### config.mk
export PLATFORM = sky130hd
export DESIGN_NAME = mod_counter_cmp
export DESIGN_NICKNAME = d
export VERILOG_FILES = /design/src/rtl/clock_pkg.sv /design/src/rtl/mod_counter_cmp_terminal_compare.sv /design/src/rtl/mod_counter_cmp.sv
export SDC_FILE = /design/constraint.sdc
export NUM_CORES = 1
export LEC_CHECK = 0
export BUFFER_PORTS_ARGS = -buffer_cell sky130_fd_sc_hd__buf_2
export CAP_MARGIN = 20
export CELL_PAD_IN_SITES_DETAIL_PLACEMENT = 1
export CELL_PAD_IN_SITES_GLOBAL_PLACEMENT = 1
export CORE_ASPECT_RATIO = 1.2
export CORE_UTILIZATION = 25
export CTS_BUF_LIST = sky130_fd_sc_hd__clkbuf_8
export DETAILED_ROUTE_END_ITERATION = 8
export GPL_ROUTABILITY_DRIVEN = 0
export GPL_TIMING_DRIVEN = 0
export PLACE_DENSITY = 0.56
export SYNTH_ARGS = -nofsm -noshare
export SYNTH_HDL_FRONTEND = slang
export SYNTH_SLANG_ARGS = --single-unit
### constraint.sdc
create_clock -name clk -period 5.04 [get_ports clk]
set_clock_uncertainty 0.2 [all_clocks]
set_input_delay 0.252 -clock clk [delete_from_list [all_inputs] [get_ports clk]]
set_output_delay 0.252 -clock clk [all_outputs]
set_load 0.01 [all_outputs]
### src/rtl/clock_pkg.sv
// Shared constants for the digital clock time-unit stages.
// Widths, moduli and count direction encodings.
package clock_pkg;

    localparam int CNT_W       = 6;
    localparam int SEC_MIN_MOD = 60;
    localparam int HOUR_MOD    = 24;

    localparam logic DIR_UP   = 1'b1;
    localparam logic DIR_DOWN = 1'b0;

    function automatic bit modulus_ok(input int w, input int m);
        return (m >= 2) && (w < 31) && (m <= (1 << w));
    endfunction

endpackage

### src/rtl/mod_counter_cmp_terminal_compare.sv
// Combinational equality of a counter value to a fixed constant.
// Used for both the up-count and down-count terminal values.
module terminal_compare #(
    parameter int WIDTH = 6,
    parameter int VALUE = 0
) (
    input  logic [WIDTH-1:0] value,
    output logic             match
);

    localparam logic [WIDTH-1:0] TARGET = WIDTH'(VALUE);

    assign match = (value == TARGET);

endmodule

### src/rtl/mod_counter_cmp.sv
// Modulo-N up/down counter with terminal-count detect and carry ripple.
// Synchronous load with sticky out-of-range error flag.
module mod_counter_cmp
    import clock_pkg::*;
#(
    parameter int WIDTH   = CNT_W,
    parameter int MODULUS = SEC_MIN_MOD,
    parameter int DOWN_EN = 1
) (
    input  logic             clk,
    input  logic             reset,
    input  logic             en,
    input  logic             up,
    input  logic             load,
    input  logic [WIDTH-1:0] load_val,
    output logic [WIDTH-1:0] count,
    output logic             tc,
    output logic             carry,
    output logic             err
);

    generate
        if (!modulus_ok(WIDTH, MODULUS)) begin : g_bad_modulus
            $fatal(1, "mod_counter_cmp: MODULUS out of range for WIDTH");
        end
    endgenerate

    localparam logic [WIDTH-1:0] MAX_VAL = WIDTH'(MODULUS - 1);
    localparam logic [WIDTH-1:0] ONE     = WIDTH'(1);

    logic             dir;
    logic             at_max;
    logic             at_zero;
    logic             load_ok;
    logic [WIDTH-1:0] count_nx;
    logic             err_nx;

    assign dir = (DOWN_EN != 0) ? up : DIR_UP;

    terminal_compare #(
        .WIDTH(WIDTH),
        .VALUE(MODULUS - 1)
    ) u_cmp_max (
        .value(count),
        .match(at_max)
    );

    terminal_compare #(
        .WIDTH(WIDTH),
        .VALUE(0)
    ) u_cmp_zero (
        .value(count),
        .match(at_zero)
    );

    assign tc      = dir ? at_max : at_zero;
    // A set operation must never ripple into the next stage.
    assign carry   = en & tc & ~load;
    assign load_ok = (32'(load_val) < MODULUS);

    always_comb begin
        count_nx = count;
        err_nx   = err;
        if (load) begin
            if (load_ok) begin
                count_nx = load_val;
            end else begin
                err_nx = 1'b1;
            end
        end else if (en) begin
            if (dir) begin
                count_nx = at_max ? '0 : count + ONE;
            end else begin
                count_nx = at_zero ? MAX_VAL : count - ONE;
            end
        end
    end

    always_ff @(posedge clk) begin
        if (reset) begin
            count <= '0;
            err   <= 1'b0;
        end else begin
            count <= count_nx;
            err   <= err_nx;
        end
    end

endmodule

==> metrics list <==
* Status: complete, no violations
* Post-Syn Area: ~660 µm²
- The number of gates resized after CTS was 0.
- Setup violations remaining at the end of the flow were counted as 0.
- The number of nets handed over by synthesis was roughly 100.
* Switching share of total power: 0.340
- TritonCTS built the clock tree.
* Number of buffer cells added on primary ports: 18
* Routed len/inst: 14.0 µm
* Number of buffers created by CTS: 3
* Maximum number of pins on one net before global-route repair: 11
- Based on the critical path, the design can be clocked at up to around 450 MHz.
* Crit path largest cell delay: around 460 ps
* Detailed placer's ending HPWL: between 1.5 and 2 mm
- Most frequently used flop master after synthesis: dfxtp_1
- Power spread over the standard cell area amounts to between 200 and 300 nW/µm².
- For this run, the total global-route usage over all layers was measured as 0.153.
- Of the total power, combinational logic draws 0.354.
- The share of the Yosys chip area taken by registers is 0.212.
- Clock Pin Slew Worst Setup and Hold Paths: about 40 ps
* GRT Residual Overflow: 0
- The final layout contains approximately 130 nets.
- After global routing, the most crowded layer is met2.
- Of all nets on the critical path, the largest fanout is 7.
- Counting flops and latches in the post-synthesis netlist gives 7.
- Counting both buffers and inverters, the worst setup path holds a total of 1.
- Compared with the post-synthesis result, the final layout area differs by 26.7%.
- The total count of max-transition violations in the final report came to 0.
- The first detailed-routing pass ran for 4 iterations.
- Clock tree synthesis selected as its root buffer the cell clkbuf_8.
* Worst Hold Margin: ~54 ps
- The floorplan step set the die width to ~49 µm.
- For met2 alone, demand over resource in global routing was 0.260.
- Data on the critical path arrives at its endpoint at 1790 ps.
- After clock tree synthesis, the flow added hold-fix buffers numbering 0.
- Transition time at the pin with the least slew margin: 477 ps
- Remaining antenna violation count: 0
- FF/Latch Area: around 140 µm²
* Commonest non-fill, non-tap cell in the layout: buf_2
- In this run the deepest clock path goes through 2 buffers.
* Total leakage power: roughly 0.36 nW
- Number of instances in the synthesized netlist: ~90
- Clock network latency to the later pin of the worst-skew pair: approximately 220 ps
- Type of origin of the critical path: register
* Total negative slack: 0 ps
- Clock power share: 0.341
- 20 I/O pins were placed.
* Vias: ~740
- For this run, global-route usage on met3 was measured as 0.0413.
- Final Critical Period: about 2200 ps
- Count of flip-flops with a built-in enable after synthesis: 0
- Count of buffers added by post-CTS timing repair for setup: 0
* Yosys Warn Count: 0
- Initial standard-cell utilization of the core: 0.261
- The total area inside the core boundary comes to roughly 2500 µm².
* Detailed-route wire length: around 2 mm
- The critical path goes through ha_1 -> nor3b_1 -> nor2_1 -> nor3_1 -> buf_2.
- Clk sink count: 7
* Netlist cell types: 38
- The internal portion of the total power is 0.145 mW.
- Max stage delay cell, worst path: dfxtp_1
- VDD sags by at most 0.000148 V.
* Vias in the first global route: approximately 680
- For this run, global-route usage on met1 was measured as 0.192.
- A synthesized cell averages 7.42 µm².
* Number of antenna diodes: 0
- Fill cell instance count of the final layout: 342
- Number of levels the H-tree was split into: 1
- Max_cap viols: 0
* Fraction of registers with async set or reset after synthesis: 0
- The initial antenna violation count was 0.
- Die area: roughly 2900 µm²
* Final hold violation count: 0
- Worst Hold Class: in2reg
- Summing all multi-input logic gate instances after layout gives roughly 460 µm².
* Worst slew slack as a fraction of its limit: 0.682
- The detailed router finished its first iteration with 16 violations.
* Endpoint class of the critical path: output port
- Dividing the detail-routed via count by the number of cells gives ~5.1.
- On the critical path the largest part of the delay comes from simple AND/OR/NAND/NOR gates.
- DRC violations left: 0
- Critical path class: reg2out
- Cell row count: 20
- The first global-routing pass estimated between 3 and 4 mm of wire.
* DIE HEIGHT: roughly 58 µm
- Data required time at the worst endpoint: about 4600 ps
- Net switching power of the design: 0.0749 mW
- Fraction of layout instances using a drive strength above 1: 0.270
- Final Cycle Share: 0.444
- Share of power burned in registers: 0.305
- RSZ-0062 raised after global routing: false
- In the layout the commonest cells are buf_2, inv_1, nand2_1.
==> cells by family after synthesis <==
family | Yosys count | share of synthesized area
simple gates | 31 | 0.258
compound gates | 30 | 0.322
buf+inv | 14 | 0.0985
flops | 7 | 0.212
xor+xnor | 4 | 0.0530
fa+ha+maj | 3 | 0.0568
==> flip-flops by register name, summed over array words and instances, names as in the netlist <==
name / flops
count: 6
err: 1
==> path summary, 6_finish.rpt <==
path	cells past startpoint	from	endpoint	slack (ps)
worst min register to register	2	err	err	250
worst max-delay path	5	count[0]	carry	2800
worst min-delay path	2	reset	count[0]	50
worst max register to register	5	count[0]	count[4]	3130
==> worst reg2reg max path, delay by kind of cell (launching register included) <==
kind / cells / cell delay [ps]
flip-flops: 1 / 460
AO/OA/AOI/OAI: 2 / 410
AND/OR/NAND/NOR: 2 / 400
adder cells (fa/ha/maj): 1 / 310
==> area by class of cell <==
| cell class | count | area share |
|---|---|---|
| timing repair buffer | 18 | 0.108 |
| multi-input combinational | 68 | 0.544 |
| buffer | 6 | 0.0419 |
| inverter | 8 | 0.0359 |
| sequential | 7 | 0.167 |
| tap | 33 | 0.0493 |
| clock inverter | 1 | 0.00448 |
| clock buffer | 3 | 0.0493 |
==> power by group through the flow <==
| stage | Sequential [mW] | Combinational, mW | Clock [mW] |
|---|---|---|---|
| 6_report | 0.0672 | 0.0778 | 0.0751 |
| 5_1_grt | 0.0680 | 0.0854 | 0.0820 |
| 4_1_cts | 0.0673 | 0.0780 | 0.0779 |
| 3_5_place_dp | 0.0683 | 0.0775 | 0 |
| 3_3_place_gp | 0.0680 | 0.0769 | 0 |
| 2_1_floorplan | 0.0691 | 0.0520 | 0 |
==> cell usage after synthesis (2+ instances only) <==
cell type  instances  area [µm²]
inv_1              8        30.0
nand2_1            8        30.0
dfxtp_1            7         140
nor2_1             7        26.3
a21oi_1            6        30.0
buf_2              4        20.0
nand3_1            4        20.0
a211oi_1           3        22.5
ha_1               3        37.5
o21ai_0            3        15.0
a31oi_1            2        12.5
a41oi_1            2        17.5
nand4_1            2        12.5
nor3_1             2        10.0
o21a_1             2        15.0
o21ai_1            2        10.0
xnor2_1            2        17.5
xor2_1             2        17.5
==> through the flow <==
| step | instance area [µm²] | setup WS [ps] | power (mW) | std cells | utilization |
|---|---|---|---|---|---|
| final | 837 | 2800 | 0.220 | 144 | 0.331 |
| after CTS | 837 | 2800 | 0.223 | 144 | 0.331 |
| after global placement | 792 | 3020 | 0.145 | 140 | 0.313 |
| after global routing | 837 | 2650 | 0.235 | 144 | 0.331 |
| after floorplan | 661 | 3220 | 0.121 | 89 | - |
| after detailed placement | 792 | 3040 | 0.146 | 140 | 0.313 |
==> layer usage <==
metal | up-vias | wire [µm]
met5 | - | 0
met1 | 341 | 942
met3 | 2 | 74
met4 | 0 | 22
met2 | 17 | 974
li1 | 375 | -
Note: power is estimated with default switching activity, not from simulation.
